--- config.mk ---
export PLATFORM = sky130hd
export DESIGN_NAME = luks_sample_buffer
export DESIGN_NICKNAME = d
export VERILOG_FILES = /design/src/rtl/luks_sample_buffer.sv
export SDC_FILE = /design/constraint.sdc
export NUM_CORES = 1
export LEC_CHECK = 0
export ABC_AREA = 0
export CORE_UTILIZATION = 45
export CTS_CLUSTER_DIAMETER = 200
export DETAILED_ROUTE_END_ITERATION = 8
export SYNTH_ARGS = -nofsm -noshare
export SYNTH_HDL_FRONTEND = slang
export SYNTH_SLANG_ARGS = --single-unit
--- constraint.sdc ---
create_clock -name clk -period 4.8 [get_ports clk]
set_input_delay 0.48 -clock clk [delete_from_list [all_inputs] [get_ports clk]]
set_output_delay 0.48 -clock clk [all_outputs]
set_load 0.005 [all_outputs]
--- src/rtl/luks_sample_buffer.sv ---
// luks_sample_buffer: paces light-sensor SPI conversions, captures each 8-bit
// reading into a ring buffer drained through a simple read port.
// Optional moving average over the last 2^DEPTH_LOG2 readings: define LUKS_AVG_EN.
module luks_sample_buffer #(
  parameter int unsigned DEPTH_LOG2 = 3,
  parameter int unsigned PERIOD     = 1000,
  parameter int unsigned TIMEOUT    = 4096
) (
  input  logic                  clk,
  input  logic                  rst,
  input  logic                  enable,
  input  logic                  spi_ready,
  input  logic [7:0]            spi_data,
  output logic                  spi_valid,
  input  logic                  rd_en,
  output logic [7:0]            rd_data,
  output logic                  rd_valid,
  output logic [DEPTH_LOG2:0]   count,
  output logic                  empty,
  output logic                  full,
  output logic                  overflow,
  output logic                  timeout_err
`ifdef LUKS_AVG_EN
  ,
  output logic [7:0]            avg,
  output logic                  avg_valid
`endif
);

  localparam int unsigned DEPTH = 1 << DEPTH_LOG2;
  localparam int unsigned TW    = $clog2(TIMEOUT + 1);
  localparam int unsigned PW    = $clog2(PERIOD + 1);
  localparam logic [DEPTH_LOG2:0] FULL_CNT = {1'b1, {DEPTH_LOG2{1'b0}}};

  localparam logic [1:0] IDLE = 2'd0;
  localparam logic [1:0] REQ  = 2'd1;
  localparam logic [1:0] WAIT = 2'd2;

  logic [1:0]            state;
  logic                  ready_q;
  logic [TW-1:0]         tcnt;
  logic [PW-1:0]         wcnt;
  logic                  capture;
  logic                  req_timeout;

  logic [7:0]            mem [DEPTH];
  logic [DEPTH_LOG2-1:0] wptr;
  logic [DEPTH_LOG2-1:0] rptr;
  logic [DEPTH_LOG2:0]   count_next;
  logic                  do_rd;
  logic                  overwrite;

  // Capture on a rising spi_ready while requesting; timeout after TIMEOUT cycles of spi_valid.
  always_comb begin
    capture     = (state == REQ) && spi_ready && !ready_q;
    req_timeout = (state == REQ) && !capture && spi_valid && (tcnt == TW'(TIMEOUT - 1));
  end

  // Request sequencer. tcnt counts only cycles with spi_valid already high, so
  // the request is visible for exactly TIMEOUT cycles. WAIT leaves on wcnt==1
  // because the REQ entry edge adds one cycle before spi_valid rises, keeping
  // the request spacing at PERIOD cycles from the capture edge.
  always_ff @(posedge clk) begin
    if (rst) begin
      state       <= IDLE;
      spi_valid   <= 1'b0;
      ready_q     <= 1'b0;
      tcnt        <= '0;
      wcnt        <= '0;
      timeout_err <= 1'b0;
    end else begin
      ready_q <= spi_ready;
      case (state)
        IDLE: begin
          spi_valid <= 1'b0;
          tcnt      <= '0;
          if (enable) state <= REQ;
        end
        REQ: begin
          if (capture || req_timeout) begin
            state     <= WAIT;
            spi_valid <= 1'b0;
            wcnt      <= PW'(PERIOD - 1);
            if (req_timeout) timeout_err <= 1'b1;
          end else begin
            spi_valid <= 1'b1;
            if (spi_valid) tcnt <= tcnt + 1'b1;
          end
        end
        WAIT: begin
          spi_valid <= 1'b0;
          if (wcnt <= PW'(1)) begin
            tcnt  <= '0;
            state <= enable ? REQ : IDLE;
          end else begin
            wcnt <= wcnt - 1'b1;
          end
        end
        default: begin
          state     <= IDLE;
          spi_valid <= 1'b0;
        end
      endcase
    end
  end

  // Buffer control decisions and next occupancy.
  always_comb begin
    do_rd      = rd_en && !empty;
    overwrite  = capture && full && !do_rd;
    count_next = count;
    if (capture && !do_rd && !full)
      count_next = count + 1'b1;
    else if (do_rd && !capture)
      count_next = count - 1'b1;
  end

  // Sample storage; contents are only meaningful under count.
  always_ff @(posedge clk) begin
    if (!rst && capture) mem[wptr] <= spi_data;
  end

  // Ring-buffer pointers, occupancy, flags and read port.
  always_ff @(posedge clk) begin
    if (rst) begin
      wptr     <= '0;
      rptr     <= '0;
      count    <= '0;
      empty    <= 1'b1;
      full     <= 1'b0;
      overflow <= 1'b0;
      rd_data  <= '0;
      rd_valid <= 1'b0;
    end else begin
      rd_valid <= do_rd;
      if (do_rd) rd_data <= mem[rptr];
      if (capture) wptr <= wptr + 1'b1;
      if (do_rd || overwrite) rptr <= rptr + 1'b1;
      if (overwrite) overflow <= 1'b1;
      count <= count_next;
      empty <= (count_next == '0);
      full  <= (count_next == FULL_CNT);
    end
  end

`ifdef LUKS_AVG_EN
  logic [7:0]            hist [DEPTH];
  logic [DEPTH_LOG2-1:0] hptr;
  logic [DEPTH_LOG2+7:0] sum;
  logic [DEPTH_LOG2:0]   hfill;
  logic                  cap_q;

  // Running window sum; avg/avg_valid follow one edge after each capture.
  always_ff @(posedge clk) begin
    if (rst) begin
      for (int unsigned i = 0; i < DEPTH; i++) hist[i] <= '0;
      hptr      <= '0;
      sum       <= '0;
      hfill     <= '0;
      cap_q     <= 1'b0;
      avg       <= '0;
      avg_valid <= 1'b0;
    end else begin
      cap_q <= capture;
      if (capture) begin
        sum        <= sum + {{DEPTH_LOG2{1'b0}}, spi_data} - {{DEPTH_LOG2{1'b0}}, hist[hptr]};
        hist[hptr] <= spi_data;
        hptr       <= hptr + 1'b1;
        if (hfill != FULL_CNT) hfill <= hfill + 1'b1;
      end
      if (cap_q) begin
        avg <= sum[DEPTH_LOG2 +: 8];
        if (hfill == FULL_CNT) avg_valid <= 1'b1;
      end
    end
  end
`endif

endmodule
-- Yosys cells after proc, flatten, opt, wreduce, memory -nomap -nowiden
Memory sizes are Yosys's and may differ from the RTL's. A register that Yosys moved wholly into a read port is not among the register bits.
Index checks and enable logic that the tools add are counted.
W data, S select, Z words.
- output and inout port bits: 18
- memories: 1
- logic and storage cells: 78
- memory bits (writable): 64
- register bits: 42
- input bits: 13
- memory list (memory ; depth ; width ; rd ports ; clocked after Yosys merged registers in ; write ports ; RTL line ; RTL):
    mem ; 8 ; 8 ; 1 ; 1 ; 1 ; 46 ; logic [7:0] mem [DEPTH];
- eq/ne operators: 10
- order comparisons: 1
- reductions and logical operators: 29
- muxes and demuxes: 17
- add/subtract/negate cells: 6
- bitwise logic cells: 1
- operator list (kind ; count):
    $mux W13 ; 3
    $pmux W13 S3 ; 1
    $mux W10 ; 2
    $pmux W10 S2 ; 1
    $add A13 B1 Y13 const B ; 1
    $eq A13 B12 Y1 const B ; 1
    $logic_and A1 B1 Y1 ; 12
    $le A10 B1 Y1 const B ; 1
    $ne A2 B2 Y1 const B ; 5
    $sub A10 B1 Y10 const B ; 1
    $reduce_and A3 Y1 ; 3
    $mux W4 ; 2
    $add A3 B1 Y3 const B ; 2
    $logic_not A1 Y1 ; 6
    $mux W2 ; 3
    $pmux W2 S3 ; 1
    $add A4 B1 Y4 const B ; 1
    $eq A4 B4 Y1 const B ; 1
    $logic_not A4 Y1 ; 1
    $mux W1 ; 4
    $reduce_and A4 Y1 ; 1
    $sub A4 B1 Y4 const B ; 1
    $reduce_bool A3 Y1 ; 1
    $eq A2 B1 Y1 const B ; 1
    7 further kinds ; 8

-- Depth between registers and ports, before layout
Gate-level depths: netlist of the first run.
- depth after elaboration: 10
- mapped depth: 7
- depth with buffers taken out: 7

-- Least setup slack after synthesis of the first run
OpenSTA, ideal clock, no wires.
- path type: flip-flop to flip-flop
- start: register tcnt[0]
- end: register wcnt[5]
- setup slack: 2.665 ns
- arrival: 2.040 ns
- cell stages (with the launch flop): 8
- required time: 4.705 ns
- cells stage by stage: dfxtp_1 -> ha_1 -> nand3_1 -> or4_1 -> clkbuf_1 -> o21ai_1 -> o21ai_1 -> a221oi_1
- word-level cells in the longest chain between the ends: 5
- ends and longest elaborated chain (item ; RTL line ; RTL):
    start, declared ; 41 ; logic [TW-1:0] tcnt;
    start signal, assigned ; 87 ; if (spi_valid) tcnt <= tcnt + 1'b1;
    $eq A13 B12 Y1 ; 56 ; req_timeout = (state == REQ) && !capture && spi_valid && (tcnt == TW'(TIMEOUT - 1));
    $logic_and A1 B1 Y1 ; 56 ;
    $logic_or A1 B1 Y1 ; 80 ; if (capture || req_timeout) begin
    $ne A2 B1 Y1 (no source line) ; - ;
    $reduce_and A3 Y1 (no source line) ; - ;
    end signal, assigned ; 83 ; wcnt <= PW'(PERIOD - 1);
    end signal, assigned ; 96 ; wcnt <= wcnt - 1'b1;
    end, declared ; 42 ; logic [PW-1:0] wcnt;
No other way between the ends.
A chain may end at the register's enable or synchronous reset.

-- Worst setup path in the final report of the first run
Same ends and word-level chain as after synthesis.

==> results of run 1 <==
## final cells by class
type                       instances  area, um^2  share of cell area
clock buffer                      21       459.2             0.07913
clock inverter                    11       102.6             0.01768
inverter                          13       48.80            0.008409
multi-input combinational        240        1782              0.3070
sequential                       114        2923              0.5037
tap                              136       170.2             0.02932
timing repair buffer              33       317.8             0.05476
## power groups by stage
| stage | registers, mW | logic [mW] | clock network [mW] |
|---|---|---|---|
| after floorplan | 1.15 | 0.322 | 0 |
| after global placement | 1.16 | 0.457 | 0 |
| after global routing | 1.15 | 0.508 | 1.23 |
| after detailed placement | 1.16 | 0.461 | 0 |
| after CTS | 1.14 | 0.463 | 1.18 |
| final | 1.14 | 0.458 | 1.16 |
## worst max-delay path, cell delays in order, from the launching register on
cell and delay (ns):
dfxtp_1 0.40, ha_1 0.23, nand3_1 0.15, or4_1 0.68, o21ai_1 0.30, o21ai_1 0.31, a221oi_1 0.38
## sequential cells by signal, indices dropped and copies added (netlist names), 2 cells and up
signal / cells
mem: 64
tcnt: 13
wcnt: 10
rd_data: 8
count: 4
rptr: 3
wptr: 3
state: 2
## per-layer routing
metal,up-vias,share of wire
li1,1535,-
met1,1491,0.44
met2,59,0.51
met3,16,0.035
met4,0,0.018
met5,-,0
## cells in the mapped netlist (8+ instances only)
library cell	instances	area, um^2
nor2_1	48	180.2
nand2_1	17	63.81
nand2b_1	9	56.30
xnor2_1	8	70.07
a211oi_1	10	75.07
inv_1	13	48.80
a21oi_1	17	85.08
edfxtp_1	64	1922
dfxtp_1	50	1001
mux4_2	16	360.4
mux2i_1	10	100.1
o21ai_0	9	45.04
clkbuf_1	12	45.04
nor3_1	12	60.06
## cell families after synthesis
logic type / Yosys count
flops: 114
compound gates: 69
xor+xnor: 12
simple gates: 126
fa+ha+maj: 7
mux: 26
buf+inv: 29
## metrics by stage
stage	utilization	cells	total power, mW	setup WS [ns]	instance area, um^2
4_1_cts	0.5596	568	2.788	2.238	5803
2_1_floorplan	-	383	1.467	2.665	4815
3_3_place_gp	0.5054	536	1.616	1.885	5241
3_5_place_dp	0.5054	536	1.623	1.825	5241
6_report	0.5596	568	2.762	2.263	5803
5_1_grt	0.5596	568	2.888	2.013	5803
## cell usage in the layout (no fill, tap or decap), types with 3 or more instances in the layout
cell              n
edfxtp_1         64
inv_1            13
mux4_2           16
nor4_1            4
clkbuf_16        16
a311oi_1          3
nor2_1           48
a31oi_1           6
o21ai_0           9
a211oi_1         10
nor2b_1           5
nand2b_1          9
inv_6             3
a21oi_1          17
xnor2_1           8
clkinv_2          3
mux2i_1          10
dfxtp_1          50
or3_1             6
clkinvlp_4        3
clkbuf_8          4
nand4_1           6
nand2_1          17
clkdlybuf4s50_1  29
nand3_1           6
a221oi_1          5
xor2_1            4
buf_4             3
nor3_1           12
ha_1              7
## worst max path at each step
stage              start        end  slack (ns)
2_1_floorplan    tcnt[0]    wcnt[5]        2.66
3_3_place_gp   spi_ready  mem[0][7]        1.88
3_5_place_dp   spi_ready  mem[0][0]        1.83
4_1_cts         state[0]  mem[0][7]        2.24
5_1_grt          tcnt[0]    wcnt[9]        2.01
6_report         tcnt[0]    wcnt[5]        2.26
==> metrics.cfg, run 1 <==
[timing]
layout_min_cycle_time_ns=2.537
fmax_ghz=0.3942
setup_viol=0
whs_ns=0.4815
rsz0062_at_grt=no
final-hold-violation-count=0
finalClockSkew_ns=0.008025
setup_tns_ns=0
slew_headroom=0.2206
finalMaxSlewViolations=0
finalCritPeriodShare=0.5285
tightest_slew_ns=1.160

[grt]
grt_antenna_before_repair=0
met1_usage=0.2212
grtUsageMet2=0.3026
use_met3=0.05504
grt_max_degree=56
top_usage_layer=met2
grt-ovfl-total=0
grtUsageTotal=0.1850
grt_pass1_wl_mm=15.13
grt_pass1_vias=2966

[synthesis]
synth_seq_cells=114
yosysWarningCount=0
syn_nets=403
synthAdderAreaFrac=0.01819
syn_area_um2=4815
ys_seq_area_frac=0.6071
synthFlopType=edfxtp_1
async_reset_ff_frac=0
avgSynthCellArea_um2=12.57
synth_xor_area_frac=0.02183
synth_top_family_by_area=simple AND/OR/NAND/NOR gates
synth-compound-area-share=0.1029
synth-simple-area-share=0.1315
muxShareOfSynthArea=0.09563
syn_inst=383
ys_types=50
synth-edff-count=64

[route]
routed_wirelength_mm=9.354
drc_errors=0
routedWlPerCell_um=16.47
ant_nets=0
first_pass_iters=5
routed_via_density=5.460
drt_iter0_markers=129
num_vias=3101

[clock_network]
post_cts_buffers=0
post_cts_resized=0
clk_latency_ns=0.52
cts_hold_buf=0
clock_path_buffers=2
numCtsBuffers=17
cts_tree=yes
root_buffer=clkbuf_8
cts.htree.levels=4
cts_sinks=114
worst_setup_hold_path_clk_slew_ns=0.06

[floorplan]
core.rowCount=37
core_area_um2=10370
ios=31
die_y_um=105.4
dieArea_um2=11120
start_util=0.4643
dieWidth_um=105.4

[worst_setup_path]
worstSetupPathType=flop to flop
r2r_cells=6
r2r_slack_ns=2.26
reg2reg_from=tcnt[0]
critPathMaxFanout=8
start_kind=flop
r2r-end=wcnt[5]
cp-end-kind=flop
cp.arrival_ns=2.96
crit_required_ns=5.22

[placed_design]
post-dp-hpwl_mm=6.286
port-buffer-count=30
gp_congestion=0.7552

[power_and_ir_drop]
p_leak_nw=1.875
p_clk_frac=0.421
pwr-share-comb=0.166
pwr-share-seq=0.413
p_int_mw=2.043
power.switching_uw=719.3
cellPowerDensity_nw_per_um2=476.0
p_sw_frac=0.2604
ir_drop_uv=296.5

[worst_hold_path]
hold_path_end=timeout_err
worstHoldStart=timeout_err
hp-class=flop to flop
holdPathStages=2

[finish]
nets=439
drive_above_1_share=0.1389
diodes=0
fill_cells=910
area_growth_pct=20.53

[run_status]
status=finished clean

[job]
cap_violations=0

(Power assumes the default switching activity.)
==> inputs of run 2 (changes only) <==
Clock period 4.8 ns to 2.5 ns, I/O delays scaled along.
==> run 2 against run 1 <==
Net effect: fmax increased by 13%; utilization grew 1.3 points; worst setup slack worse by 2.0 ns; clock skew grew 0.0029 ns; largest cell class unchanged.
==> metrics.cfg, run 2 (same netlist as run 1, synthesis figures left out) <==
[route]
routed_via_density=5.369  ; -1.7%
routedWlPerCell_um=15.58  ; -5.4%
ant_nets=0  ; unchanged
drc_errors=0  ; unchanged
routed_wirelength_mm=9.131  ; -2.4%
drt_iter0_markers=157  ; +22%
first_pass_iters=5  ; unchanged
num_vias=3146  ; +1.5%

[floorplan]
ios=31  ; unchanged
dieArea_um2=11120  ; unchanged
start_util=0.4643  ; unchanged
dieWidth_um=105.4  ; unchanged
core_area_um2=10370  ; unchanged
core.rowCount=37  ; unchanged
die_y_um=105.4  ; unchanged

[finish]
area_growth_pct=23.34
diodes=0  ; unchanged
drive_above_1_share=0.1689  ; +0.03000
nets=457  ; +4.1%
fill_cells=873  ; -4.1%
reg_top3=mem: 64 flops, tcnt: 13 flops, wcnt: 10 flops
largest_reg_flops=64  ; unchanged
final_cell_mix=edfxtp_1 (64), dfxtp_1 (50), nor2_1 (48), clkdlybuf4s50_1 (29), buf_4 (20)
largest-register=mem
layout_commonest_cell=edfxtp_1

[grt]
grt_pass1_wl_mm=15.26  ; +0.82%
grt-ovfl-total=0  ; unchanged
grt_pass1_vias=3067  ; +3.4%
grt_antenna_before_repair=0  ; unchanged
grtUsageTotal=0.1815  ; -0.003467
grt_max_degree=26  ; -54%

[worst_setup_path]
cp-end-kind=flop
worstSetupPathType=flop to flop
crit_required_ns=2.92  ; -2.30 ns
start_kind=flop
cp_slowest_cell=or4_1
critPathMaxFanout=8  ; unchanged
path_cells=ha_1 > nand3_1 > or4_1 > o21ai_1 > o21ai_1 > buf_4 > a221oi_1
critPathMaxStageDelay_ns=0.56  ; -0.12 ns
crit_cells=7  ; +1
crit_path_frequent_cell=o21ai_1
r2r_cells=7  ; +1
crit_buf_inv=1  ; +1
worst_path_dominant_cell_family=simple AND/OR/NAND/NOR gates
cp.arrival_ns=2.66  ; -0.30 ns

[worst_hold_path]
hp-class=input pin to flop
holdPathStages=3  ; +1

[placed_design]
dp_slack_ns=0.2540  ; -1.571 ns
post-dp-hpwl_mm=6.247  ; -0.62%
port-buffer-count=30  ; unchanged
gp_congestion=0.8008  ; +6.0%

[timing]
rsz0062_at_grt=no
setup_viol=0  ; unchanged
whs_ns=0.3416  ; -0.1399 ns
finalClockSkew_ns=0.01091  ; +0.002886 ns
final-hold-violation-count=0  ; unchanged
tightest_slew_ns=0.5333  ; -0.6270 ns
finalCritPeriodShare=0.8973  ; +0.3688
layout_min_cycle_time_ns=2.243  ; -0.2935 ns
fmax_ghz=0.4458  ; +13%
finalMaxSlewViolations=0  ; unchanged
setup_tns_ns=0  ; unchanged
fin_ws_ns=0.2568  ; -2.006 ns
slew_headroom=0.6440  ; +0.4235

[power_and_ir_drop]
pwr-share-seq=0.410  ; -0.003
cellPowerDensity_nw_per_um2=897.2  ; +88%
p_leak_nw=1.964  ; +4.7%
power.switching_mw=1.374  ; +91%
pwr-share-comb=0.168  ; +0.002
p_sw_frac=0.2578  ; -0.002539
ir_drop_uv=608.1  ; +110%
p_clk_frac=0.422  ; about the same
p_int_mw=3.954  ; +94%

[clock_network]
post_cts_resized=0  ; unchanged
cts_hold_buf=1  ; +1
numCtsBuffers=17  ; unchanged
clock_path_buffers=2  ; unchanged
clk_latency_ns=0.52  ; about the same
worst_setup_hold_path_clk_slew_ns=0.05  ; about the same
cts_tree=yes
post_cts_buffers=0  ; unchanged
root_buffer=clkbuf_8
cts.htree.levels=4  ; unchanged
cts_sinks=114  ; unchanged

[job]
cap_violations=0  ; unchanged

[run_status]
status=finished clean

[run 2: cell types whose count changed in the layout (fill, tap and decap cells not counted), sizes merged]
| cell | previous run | this run |
|---|---|---|
| inv | 16 | 15 |
| clkinv | 4 | 6 |
| buf | 4 | 21 |
| clkbuf | 21 | 19 |
| bufinv | 1 | 2 |
| dlygate4sd3 | 0 | 1 |
[run 2: worst paths after layout]
| check | start | to | slack, ns |
|---|---|---|---|
| worst min-delay path | enable | state[0] | 0.34 |
| worst max register to register | tcnt[0] | wcnt[5] | 0.26 |
| worst max-delay path | tcnt[0] | wcnt[5] | 0.26 |
| worst min register to register | overflow | overflow | 0.48 |
[run 2: routing by layer]
layer	vias to the layer above	share of wire	GRT usage
li1	1569	-	-
met1	1509	0.48	0.2330
met2	60	0.47	0.2871
met3	8	0.039	0.04947
met4	0	0.011	0.08249
met5	-	0	0
[run 2: power groups by stage]
| stage | registers (mW) | logic (mW) | clock network (mW) |
|---|---|---|---|
| finish | 2.18 | 0.896 | 2.25 |
| global route | 2.20 | 0.994 | 2.36 |
| CTS | 2.18 | 0.904 | 2.29 |
| detailed placement | 2.22 | 0.899 | 0 |
| global placement | 2.22 | 0.896 | 0 |
| floorplan | 2.20 | 0.617 | 0 |
[run 2: final cells by class]
| type | instances | area (um^2) | area share |
|---|---|---|---|
| flip-flops and latches | 114 | 2923 | 0.4922 |
| multi-input cells | 240 | 1782 | 0.3000 |
| inverters | 13 | 48.80 | 0.008217 |
| well taps | 136 | 170.2 | 0.02866 |
| clock buffers | 19 | 421.7 | 0.07101 |
| clock inverters | 13 | 137.6 | 0.02318 |
| repair buffers | 51 | 455.4 | 0.07670 |
[run 2: worst reg2reg max path: cells and delay by family (launching register included)]
kind | cells | cell delay (ns)
AO/OA/AOI/OAI | 3 | 0.66
adder cells (fa/ha/maj) | 1 | 0.22
buffers and inverters | 1 | 0.18
flip-flops | 1 | 0.39
AND/OR/NAND/NOR | 2 | 0.70
[run 2: through the flow]
stage          std cells  power (mW)  cell area (um^2)    util
6_report             586       5.328              5938  0.5726
5_1_grt              586       5.559              5938  0.5726
4_1_cts              586       5.380              5938  0.5726
3_5_place_dp         553       3.120              5369  0.5177
3_3_place_gp         553       3.115              5369  0.5177
2_1_floorplan        383       2.818              4815       -
